## src/rtl/lca_pipe_adder_pkg.sv

```systemverilog
// lca_pipe_adder_pkg
// Shared constants for the pipelined lookahead-carry adder.
//   LCA_GROUP : bit width of one lookahead carry group (full_adder_Nbit_lca)
package lca_pipe_adder_pkg;

  localparam int LCA_GROUP = 4;

endpackage : lca_pipe_adder_pkg

```

## src/rtl/lca_pipe_adder_group.sv

```systemverilog
// full_adder_Nbit_lca
// One 4-bit lookahead-carry group: every internal carry and the group
// carry-out are formed directly from generate/propagate terms and cin, so the
// group adds only two gate levels of carry delay regardless of its inputs.
// Ports:
//   a_n, b_n : group operands
//   cin      : carry into bit 0 of the group
//   s_n      : group sum
//   cout     : carry out of the group's top bit
module full_adder_Nbit_lca
  import lca_pipe_adder_pkg::*;
(
  input  logic [LCA_GROUP-1:0] a_n,
  input  logic [LCA_GROUP-1:0] b_n,
  input  logic                 cin,
  output logic [LCA_GROUP-1:0] s_n,
  output logic                 cout
);

  logic [LCA_GROUP-1:0] g;   // bit generates
  logic [LCA_GROUP-1:0] p;   // bit propagates
  logic [LCA_GROUP-1:0] c;   // carry into each bit

  assign g = a_n & b_n;
  assign p = a_n ^ b_n;

  // Each carry is flattened to sum-of-products; no carry feeds another.
  assign c[0] = cin;
  assign c[1] = g[0] | (p[0] & cin);
  assign c[2] = g[1] | (p[1] & g[0]) | (p[1] & p[0] & cin);
  assign c[3] = g[2] | (p[2] & g[1]) | (p[2] & p[1] & g[0])
              | (p[2] & p[1] & p[0] & cin);
  assign cout = g[3] | (p[3] & g[2]) | (p[3] & p[2] & g[1])
              | (p[3] & p[2] & p[1] & g[0]) | ((&p) & cin);

  assign s_n = p ^ c;

endmodule : full_adder_Nbit_lca

```

## src/rtl/lca_pipe_adder.sv

```systemverilog
// lca_pipe_adder
// Pipelined, valid/ready flow-controlled WIDTH-bit adder. The addition is cut
// into STAGES segments of SEG bits; each stage adds one segment with cascaded
// 4-bit lookahead groups and registers the partial sum, the segment carry and
// the operand segments still to be added. Capacity is STAGES beats, bubbles
// collapse, and results leave in acceptance order.
// Ports:
//   clk, rst_n          : clock, asynchronous active-low reset
//   in_valid / in_ready : operand handshake (a, b, cin sampled on transfer)
//   out_valid/out_ready : result handshake (sum, cout straight from flops)
//   sum, cout           : a + b + cin modulo 2^WIDTH, and the carry out
module lca_pipe_adder
  import lca_pipe_adder_pkg::*;
#(
  parameter int WIDTH  = 64,
  parameter int STAGES = 4
) (
  input  logic             clk,
  input  logic             rst_n,
  input  logic             in_valid,
  output logic             in_ready,
  input  logic [WIDTH-1:0] a,
  input  logic [WIDTH-1:0] b,
  input  logic             cin,
  output logic             out_valid,
  input  logic             out_ready,
  output logic [WIDTH-1:0] sum,
  output logic             cout
);

  localparam int SEG  = WIDTH / STAGES;
  localparam int NGRP = SEG / LCA_GROUP;

  if ((WIDTH % (LCA_GROUP * STAGES)) != 0) begin : g_width_check
    $error("lca_pipe_adder: WIDTH must be a multiple of 4*STAGES");
  end

  logic [STAGES-1:0] v_reg;   // stage holds a beat
  logic [STAGES-1:0] adv;     // stage hands its beat downstream this cycle
  logic [STAGES-1:0] fill;    // stage captures a beat this cycle

  // Ready chain, evaluated from the output end: a stage may move when the
  // stage below is empty or is itself moving. 'room' ends as stage 0's
  // ability to take a new beat, which depends on out_ready but never on
  // in_valid.
  always_comb begin : ready_chain
    logic room;
    room = out_ready;
    adv  = '0;
    for (int k = STAGES - 1; k >= 0; k--) begin
      adv[k] = v_reg[k] && room;
      room   = !v_reg[k] || adv[k];
    end
    in_ready = room;
  end

  always_comb begin : fill_chain
    fill    = '0;
    fill[0] = in_valid && in_ready;
    for (int k = 1; k < STAGES; k++) begin
      fill[k] = adv[k-1];
    end
  end

  always_ff @(posedge clk or negedge rst_n) begin
    if (!rst_n) begin
      v_reg <= '0;
    end else begin
      v_reg <= fill | (v_reg & ~adv);
    end
  end

  genvar gi;
  for (gi = 0; gi < STAGES; gi++) begin : g_stage
    // Segments not yet summed when the beat enters this stage; operand
    // slices are kept right-aligned so the current segment is always [SEG-1:0].
    localparam int REM = STAGES - gi;

    logic [REM*SEG-1:0]    a_src;
    logic [REM*SEG-1:0]    b_src;
    logic                  c_src;
    logic [SEG-1:0]        s_seg;
    logic                  c_next;
    logic [(gi+1)*SEG-1:0] sum_next;
    logic [(gi+1)*SEG-1:0] sum_reg;   // finished sum segments 0..gi
    logic                  c_reg;     // carry out of segment gi

    if (gi == 0) begin : g_head
      assign a_src    = a;
      assign b_src    = b;
      assign c_src    = cin;
      assign sum_next = s_seg;
    end else begin : g_link
      assign a_src    = g_stage[gi-1].g_ops.a_reg;
      assign b_src    = g_stage[gi-1].g_ops.b_reg;
      assign c_src    = g_stage[gi-1].c_reg;
      assign sum_next = {s_seg, g_stage[gi-1].sum_reg};
    end

    for (genvar gj = 0; gj < NGRP; gj++) begin : g_grp
      logic c_in;
      logic c_out;
      if (gj == 0) begin : g_first
        assign c_in = c_src;
      end else begin : g_next
        assign c_in = g_grp[gj-1].c_out;
      end
      full_adder_Nbit_lca u_grp (
        .a_n  (a_src[gj*LCA_GROUP +: LCA_GROUP]),
        .b_n  (b_src[gj*LCA_GROUP +: LCA_GROUP]),
        .cin  (c_in),
        .s_n  (s_seg[gj*LCA_GROUP +: LCA_GROUP]),
        .cout (c_out)
      );
    end
    assign c_next = g_grp[NGRP-1].c_out;

    // Data flops only load on capture so a stalled stage holds its value.
    always_ff @(posedge clk or negedge rst_n) begin
      if (!rst_n) begin
        sum_reg <= '0;
        c_reg   <= 1'b0;
      end else if (fill[gi]) begin
        sum_reg <= sum_next;
        c_reg   <= c_next;
      end
    end

    // The last stage has no operand segments left to carry forward.
    if (gi < STAGES - 1) begin : g_ops
      logic [(REM-1)*SEG-1:0] a_reg;
      logic [(REM-1)*SEG-1:0] b_reg;
      always_ff @(posedge clk or negedge rst_n) begin
        if (!rst_n) begin
          a_reg <= '0;
          b_reg <= '0;
        end else if (fill[gi]) begin
          a_reg <= a_src[REM*SEG-1:SEG];
          b_reg <= b_src[REM*SEG-1:SEG];
        end
      end
    end
  end

  assign out_valid = v_reg[STAGES-1];
  assign sum       = g_stage[STAGES-1].sum_reg;
  assign cout      = g_stage[STAGES-1].c_reg;

endmodule : lca_pipe_adder

```

## config.mk

```make
export PLATFORM = sky130hd
export DESIGN_NAME = lca_pipe_adder
export DESIGN_NICKNAME = d
export VERILOG_FILES = /design/src/rtl/lca_pipe_adder_pkg.sv /design/src/rtl/lca_pipe_adder_group.sv /design/src/rtl/lca_pipe_adder.sv
export SDC_FILE = /design/constraint.sdc
export NUM_CORES = 1
export LEC_CHECK = 0
export ABC_AREA = 1
export BUFFER_PORTS_ARGS = -buffer_cell sky130_fd_sc_hd__buf_4
export CAP_MARGIN = 20
export CORE_MARGIN = 8
export CORE_UTILIZATION = 27
export CTS_CLUSTER_DIAMETER = 60
export DETAILED_ROUTE_END_ITERATION = 16
export SLEW_MARGIN = 0
export SYNTH_ARGS = -nofsm -noshare
export SYNTH_HDL_FRONTEND = slang
export SYNTH_SLANG_ARGS = --single-unit
```

## constraint.sdc

```tcl
create_clock -name clk -period 2.5 [get_ports clk]
set_clock_uncertainty 0.1 [all_clocks]
set_input_delay 0.375 -clock clk [delete_from_list [all_inputs] [get_ports clk]]
set_output_delay 0.375 -clock clk [all_outputs]
set_load 0.005 [all_outputs]
```

=== After elaboration in Yosys (flattened, before gate mapping) ===
Cells that the tools add are included.

* Reductions and logical operators: 29
* Bitwise operators: 451

{| class="wikitable"
|+ Operators by type and width
! operator !! number
|-
| $and A1 B1 Y1 || 240
|-
| $or A1 B1 Y1 || 160
|-
| $xor A4 B4 Y4 || 32
|-
| $and A4 B4 Y4 || 17
|-
| $reduce_and A4 Y1 || 16
|-
| $logic_and A1 B1 Y1 || 5
|-
| $logic_not A1 Y1 || 4
|-
| $logic_or A1 B1 Y1 || 4
|-
| $not A4 Y4 || 1
|-
| $or A4 B4 Y4 || 1
|}

* Output and inout port bits: 67
* Bits in registers: 360
* Logic and storage cells: 495
* Input bits: 133

=== Depth between registers and ports, before layout ===
* Depth in word-level cells: 13
* Mapped depth: 14
* Mapped depth without buffers: 14

=== Modules after synthesis ===
Synthesis repeated with hierarchy kept, for this count alone.

* Cell total of the unflattened synthesis: 2,048
* Area, all modules: 17,010.1 um2

{| class="wikitable"
|+ Modules (own cells, without submodules)
! module !! area each (um2) !! seq. area each (um2) !! cells an instance !! instances
|-
| lca_pipe_adder || 14,022.2 || 9,008.6 || 1,552 || 1
|-
| full_adder_Nbit_lca at g_stage[0].g_grp[2].u_grp ... || 186.4 || 0.0 || 31 || 14
|-
| full_adder_Nbit_lca at g_stage[0].g_grp[0].u_grp ... || 188.9 || 0.0 || 31 || 2
|}

=== Worst setup path after synthesis ===
Ideal clock, no wire load.

* Path kind: input to register
* Start point: input a[7]
* End point: register g_stage[0].sum_reg[13]
* Required time: 2.267 ns
* Setup time: 0.133 ns
* Path buffers: 0
* Path slack: 0.387 ns
* Arrival time: 1.880 ns
* Cell stages on the path: 11
* Path through: ha_1 -> a21oi_1 -> nand2_1 -> a21oi_1 -> nand2_1 -> nand2_1 -> nand2_1 -> fa_1 -> xor2_1 -> nand2_1 -> o21ai_0

* Longest elaborated chain between the ends: 11
* Elaborated cells between the ends (all ways): 18
* Those cells by class: bitwise: 17; reduce/logical: 1

{| class="wikitable"
|+ Ends and longest elaborated chain
! element !! line !! RTL
|-
| from (decl) || lca_pipe_adder.sv:22 || <nowiki>input logic [WIDTH-1:0] a,</nowiki>
|-
| $xor A4 B4 Y4 || lca_pipe_adder_group.sv:25 || <nowiki>assign p = a_n ^ b_n;</nowiki>
|-
| $and A1 B1 Y1 (on tied branches) || lca_pipe_adder_group.sv:33, lca_pipe_adder_group.sv:34 ||
|-
| $or A1 B1 Y1, or another cell as far along || lca_pipe_adder_group.sv:33 || <nowiki>assign cout = g[3] | (p[3] & g[2]) | (p[3] & p[2] & g[1])</nowiki>
|-
| $or A1 B1 Y1 or $and A1 B1 Y1 (tied branches) || lca_pipe_adder_group.sv:33, lca_pipe_adder_group.sv:34 ||
|-
| $or A1 B1 Y1 || lca_pipe_adder_group.sv:34 || <nowiki>| (p[3] & p[2] & p[1] & g[0]) | ((&p) & cin);</nowiki>
|-
| $or A1 B1 Y1 (*) || lca_pipe_adder_group.sv:34 ||
|-
| $and A1 B1 Y1 (*) || lca_pipe_adder_group.sv:34 ||
|-
| $or A1 B1 Y1 (*) || lca_pipe_adder_group.sv:34 ||
|-
| $and A1 B1 Y1 (*) || lca_pipe_adder_group.sv:29 || <nowiki>assign c[1] = g[0] | (p[0] & cin);</nowiki>
|-
| $or A1 B1 Y1 (*) || lca_pipe_adder_group.sv:29 ||
|-
| $xor A4 B4 Y4 (*) || lca_pipe_adder_group.sv:36 || <nowiki>assign s_n = p ^ c;</nowiki>
|-
| to (signal assigned) || lca_pipe_adder.sv:124 || <nowiki>sum_reg <= sum_next;</nowiki>
|-
| to (decl) || lca_pipe_adder.sv:85 || <nowiki>logic [(gi+1)*SEG-1:0] sum_reg;</nowiki>
|}

Every way passes the cells marked *; elsewhere a longest branch is shown, timed or not.
A chain may end at the register's enable or synchronous reset.

=== Worst setup path after layout ===
* Start point: register g_stage[2].g_ops.a_reg[9]
* End point: register g_stage[3].sum_reg[61], in the netlist sum[61]

* Longest elaborated chain between the ends: 8
* Elaborated cells between the ends (all ways): 13
* Those cells by class: bitwise: 12; reduce/logical: 1

{| class="wikitable"
|+ Ends and longest elaborated chain
! element !! line !! RTL
|-
| from (decl) || lca_pipe_adder.sv:131 || <nowiki>logic [(REM-1)*SEG-1:0] a_reg;</nowiki>
|-
| from (signal assigned) || lca_pipe_adder.sv:138 || <nowiki>a_reg <= a_src[REM*SEG-1:SEG];</nowiki>
|-
| $and A4 B4 Y4 or $xor A4 B4 Y4 (tied branches) || lca_pipe_adder_group.sv:24, lca_pipe_adder_group.sv:25 ||
|-
| $and A1 B1 Y1 (on tied branches) || lca_pipe_adder_group.sv:33, lca_pipe_adder_group.sv:34 ||
|-
| $or A1 B1 Y1 or $and A1 B1 Y1 (tied branches) || lca_pipe_adder_group.sv:33, lca_pipe_adder_group.sv:34 ||
|-
| $or A1 B1 Y1 || lca_pipe_adder_group.sv:34 ||
|-
| $or A1 B1 Y1 (*) || lca_pipe_adder_group.sv:34 ||
|-
| $and A1 B1 Y1 (*) || lca_pipe_adder_group.sv:29 ||
|-
| $or A1 B1 Y1 (*) || lca_pipe_adder_group.sv:29 ||
|-
| $xor A4 B4 Y4 (*) || lca_pipe_adder_group.sv:36 ||
|-
| to (signal assigned) || lca_pipe_adder.sv:124 ||
|-
| to (decl) || lca_pipe_adder.sv:85 ||
|}

Marked as above.

==> flow_results.xml <==
<?xml version="1.0" encoding="UTF-8"?>
<metrics>
  <group name="worst_setup_path">
    <metric name="critical_path.max_stage_delay" unit="ns">0.39</metric>
    <metric name="ff2ff_setup_slack" unit="ns">0.19</metric>
    <metric name="worst_r2r_startpoint" unit="">g_stage[2].g_ops.a_reg[9]</metric>
    <metric name="critPathRequiredTime" unit="ns">2.82</metric>
    <metric name="rr_worst_depth" unit="">8</metric>
    <metric name="criticalPathCategory" unit="">flip-flop to flip-flop</metric>
    <metric name="crit_path_top_delay_cell" unit="">fa_1</metric>
    <metric name="worstReg2RegEnd" unit="">sum[61]</metric>
    <metric name="timing.critical_path.to_type" unit="">flip-flop</metric>
    <metric name="critical_path_peak_fanout" unit="">5</metric>
    <metric name="worst_path_dominant_cell_family" unit="">adder cells</metric>
    <metric name="worst_path_most_repeated_cell" unit="">a21oi_1</metric>
    <metric name="critical_path.cell_chain" unit="">ha_1 &gt; a21oi_1 &gt; o21bai_1 &gt; a21oi_1 &gt; nand2_1 &gt; fa_1 &gt; xnor2_1 &gt; o21ai_0</metric>
    <metric name="timing.critical_path.depth" unit="">8</metric>
    <metric name="worstPathArrival" unit="ns">2.63</metric>
    <metric name="worst_setup_path_start_kind" unit="">flip-flop</metric>
    <metric name="worstPathBufferInverterCount" unit="">0</metric>
  </group>
  <group name="power">
    <metric name="power_frac_seq" unit="%">41.2</metric>
    <metric name="power.static_leakage" unit="nW">10.79</metric>
    <metric name="clockPowerShare" unit="%">32.6</metric>
    <metric name="worst_supply_voltage_drop_on_vdd" unit="mV">0.4485</metric>
    <metric name="pwr-share-comb" unit="%">26.1</metric>
    <metric name="power_report.internal_total" unit="mW">13.89</metric>
    <metric name="p_sw_share" unit="%">31.97</metric>
    <metric name="power_density" unit="mW/mm2">977.9</metric>
    <metric name="power.switching" unit="mW">6.528</metric>
  </group>
  <group name="finish">
    <metric name="drive_gt1_share" unit="%">15.17</metric>
    <metric name="antenna-diode-count" unit="">0</metric>
    <metric name="fin_nets" unit="">2321</metric>
    <metric name="final_design_area_no_fill" unit="mm2">0.02088</metric>
    <metric name="syn_to_final_growth" unit="%">30.86</metric>
  </group>
  <group name="drt">
    <metric name="antenna_left" unit="">0</metric>
    <metric name="wl_per_cell" unit="um">14.43</metric>
    <metric name="detail_routed_via_count_per_cell" unit="">4.270</metric>
    <metric name="via_count" unit="">12450</metric>
    <metric name="first_iter_violations" unit="">649</metric>
    <metric name="route.detailed.drc" unit="">0</metric>
    <metric name="postRouteWirelength" unit="mm">42.09</metric>
    <metric name="detailedRoute.firstPassIterationCount" unit="">5</metric>
  </group>
  <group name="yosys">
    <metric name="cell_count_after_synthesis" unit="">1814</metric>
    <metric name="synth_mux_area_share" unit="%">0</metric>
    <metric name="synth.yosys.warnings" unit="">0</metric>
    <metric name="syn-num-nets" unit="">2027</metric>
    <metric name="syn-mean-instance-area" unit="um2">8.796</metric>
    <metric name="synth_top_family_by_area" unit="">simple AND/OR/NAND/NOR gates</metric>
    <metric name="synth.lib_cells_used.distinct" unit="">33</metric>
    <metric name="ys_seq_area_share" unit="%">56.46</metric>
    <metric name="synth_xor_area_share" unit="%">0.9331</metric>
    <metric name="yosys.area.top_type" unit="">dfrtp_1</metric>
    <metric name="postSynthRegisterBits" unit="">360</metric>
    <metric name="synthTopCellsByArea" unit="">dfrtp_1, nand2_1, ha_1, o21ai_0, inv_1</metric>
    <metric name="synth_compound_gate_area_share" unit="%">7.457</metric>
    <metric name="netlist_area_before_placement" unit="mm2">0.01596</metric>
    <metric name="post_synth_top_area_share" unit="%">56.46</metric>
    <metric name="synth_simple_gate_area_share" unit="%">21.99</metric>
    <metric name="synth-adder-area-share" unit="%">7.026</metric>
  </group>
  <group name="placement">
    <metric name="pre_cts_slack" unit="ns">0.06651</metric>
    <metric name="place_congestion" unit="">0.8231</metric>
    <metric name="dpl_cell_area" unit="mm2">0.01835</metric>
    <metric name="dpl.hpwl" unit="mm">28.55</metric>
    <metric name="numPortBuffers" unit="">199</metric>
  </group>
  <group name="timing">
    <metric name="fmax" unit="GHz">0.4320</metric>
    <metric name="max_slew_margin" unit="%">47.77</metric>
    <metric name="transition_time_at_the_pin_with_the_least_slew_margin" unit="ns">0.7835</metric>
    <metric name="setup_slack_after_layout" unit="ns">0.1852</metric>
    <metric name="post-route-period-util" unit="%">92.59</metric>
    <metric name="finalWorstPathRequiredPeriod" unit="ns">2.315</metric>
    <metric name="hold_viol" unit="">0</metric>
    <metric name="rsz0062_at_grt" unit="">false</metric>
    <metric name="hold_slack" unit="ns">0.08371</metric>
    <metric name="fin_tns_setup" unit="ns">0</metric>
    <metric name="finalMaxSlewViolations" unit="">0</metric>
    <metric name="finalSetupViolations" unit="">0</metric>
  </group>
  <group name="clock_network">
    <metric name="clk_root_buffer_cell" unit="">clkbuf_16</metric>
    <metric name="clock_latency" unit="ns">0.56</metric>
    <metric name="cts_max_level" unit="">2</metric>
    <metric name="post_cts.repair.setup_buffers" unit="">0</metric>
    <metric name="clock_tree.buffer_depth" unit="">3</metric>
    <metric name="clkSinkCount" unit="">360</metric>
    <metric name="clkTransAtPathRegs" unit="ns">0.06</metric>
    <metric name="clock_tree_from_tritoncts" unit="">yes</metric>
    <metric name="cts_buffers" unit="">44</metric>
  </group>
  <group name="min_path">
    <metric name="min_delay_path_depth" unit="">4</metric>
    <metric name="worst_hold_path_type" unit="">input pin to flip-flop</metric>
    <metric name="worst_hold_startpoint" unit="">out_ready</metric>
    <metric name="hold-path-endpoint" unit="">v_reg[3]</metric>
  </group>
  <group name="floorplanning">
    <metric name="rows" unit="">89</metric>
    <metric name="fp.dieArea" unit="mm2">0.06713</metric>
    <metric name="floorplan.core_area" unit="mm2">0.05869</metric>
    <metric name="io_pins" unit="">200</metric>
    <metric name="initial_utilization" unit="%">27.19</metric>
    <metric name="floorplan.die.width" unit="um">259.1</metric>
    <metric name="die_y" unit="um">259.1</metric>
  </group>
  <group name="grt">
    <metric name="global_route.overflow_total" unit="">0</metric>
    <metric name="track_usage" unit="%">12.69</metric>
    <metric name="via_count_of_the_first_global_routing_pass" unit="">13214</metric>
    <metric name="initial_antenna_violation_count" unit="">0</metric>
    <metric name="grt_pass1_wl" unit="mm">69.50</metric>
    <metric name="grt_start_max_net_pins" unit="">96</metric>
  </group>
  <group name="flow_run">
    <metric name="max_cap_violations" unit="">0</metric>
  </group>
  <group name="status">
    <metric name="result_of_the_run" unit="">completed</metric>
  </group>
</metrics>
==> cell usage after synthesis (all sizes together) <==
cell	count
nand2	796
a31oi	4
clkinv	1
o21bai	4
a21oi	41
or2	2
o31ai	1
o22ai	6
fa	16
nand3	46
o21ai	171
xnor2	9
ha	64
nand4	4
a32o	1
nand3b	4
buf	46
nor2	47
clkbuf	28
xor2	8
inv	151
nor3	4
dfrtp	360
==> how the worst max path moves through the flow <==
stage	startpoint	to	slack, ns
3_5_place_dp	a[7]	g_stage[0].sum_reg[13]	0.07
4_1_cts	v_reg[3]	in_ready	0.08
3_3_place_gp	a[1]	g_stage[0].sum_reg[13]	0.12
6_report	g_stage[2].g_ops.a_reg[9]	sum[61]	0.19
5_1_grt	g_stage[0].g_ops.a_reg[7]	g_stage[1].sum_reg[29]	0.001
2_1_floorplan	a[7]	g_stage[0].sum_reg[13]	0.39
==> metal layers <==
| layer | GRT usage (%) | part of all wire, % |
|---|---|---|
| met5 | 0 | 0 |
| met4 | 3.640 | 1.7 |
| met3 | 2.206 | 4.2 |
| met2 | 20.74 | 47 |
| met1 | 17.15 | 47 |
==> logic make-up (layout without fill, tap and decap cells) <==
kind of cell,after synthesis,in the layout
xor gates and xnor gates,17,17
adders and majority gates,80,80
buffers and inverters,226,555
DFF,360,360
AOI/OAI and AO/OA,228,228
and+or+nand+nor,903,903
==> final cells by class <==
| class | count | area (um2) |
|---|---|---|
| Multi-Input combinational cell | 1228 | 5987 |
| Timing Repair Buffer | 322 | 2795 |
| Fill cell | 5869 | 37800 |
| Tap cell | 773 | 967.2 |
| Sequential cell | 360 | 9010 |
| Clock inverter | 21 | 252.7 |
| Inverter | 152 | 575.6 |
| Clock buffer | 60 | 1294 |
==> worst register-to-register path: stages, from the launching register on <==
cell	delay, ns
dfrtp_1	0.38
ha_1	0.38
a21oi_1	0.28
o21bai_1	0.14
a21oi_1	0.14
nand2_1	0.11
fa_1	0.39
xnor2_1	0.16
o21ai_0	0.10
==> timing repair <==
item,CTS,global route
hold buffers,98,0
gates resized for setup,1,2
setup endpoints to repair,1,2
hold endpoints to repair,141,0
==> per-stage QoR <==
step           std cells  util, %  power, mW
2_1_floorplan       1814        -      11.46
3_5_place_dp        2737    31.26      13.84
4_1_cts             2916    35.58      20.81
5_1_grt             2916    35.58      21.98
3_3_place_gp        2737    31.26      13.65
6_report            2916    35.58      20.42
==> power groups by stage <==
stage | clock network, mW | logic, mW | registers, mW
floorplan | 0 | 3.14 | 8.32
global placement | 0 | 5.17 | 8.48
finish | 6.66 | 5.34 | 8.42
CTS | 6.90 | 5.47 | 8.44
global route | 7.14 | 6.20 | 8.65
detailed placement | 0 | 5.32 | 8.52
==> cells in the final DEF, fill, tap and decap left out, types with 3 or more instances in the layout <==
cell,netlist,routed
inv_8,0,3
nand2_2,5,6
inv_2,6,5
clkbuf_8,0,9
a21oi_1,41,41
o21ai_0,130,130
xor2_1,8,8
nand3_1,46,46
buf_4,1,213
dlygate4sd3_1,0,98
o21bai_1,4,4
clkbuf_1,28,5
dfrtp_1,360,359
nor2_1,43,43
nor2_2,3,3
inv_1,145,145
nand2_1,791,788
nand3b_1,4,4
fa_1,16,16
ha_1,64,64
nand4_1,4,4
a31oi_1,3,3
o22ai_1,4,4
clkinv_2,0,8
inv_6,0,3
buf_12,0,10
nor3_1,4,4
o21ai_1,41,41
bufinv_16,0,4
clkbuf_16,0,46
xnor2_1,9,9
(Power assumes the default switching activity.)
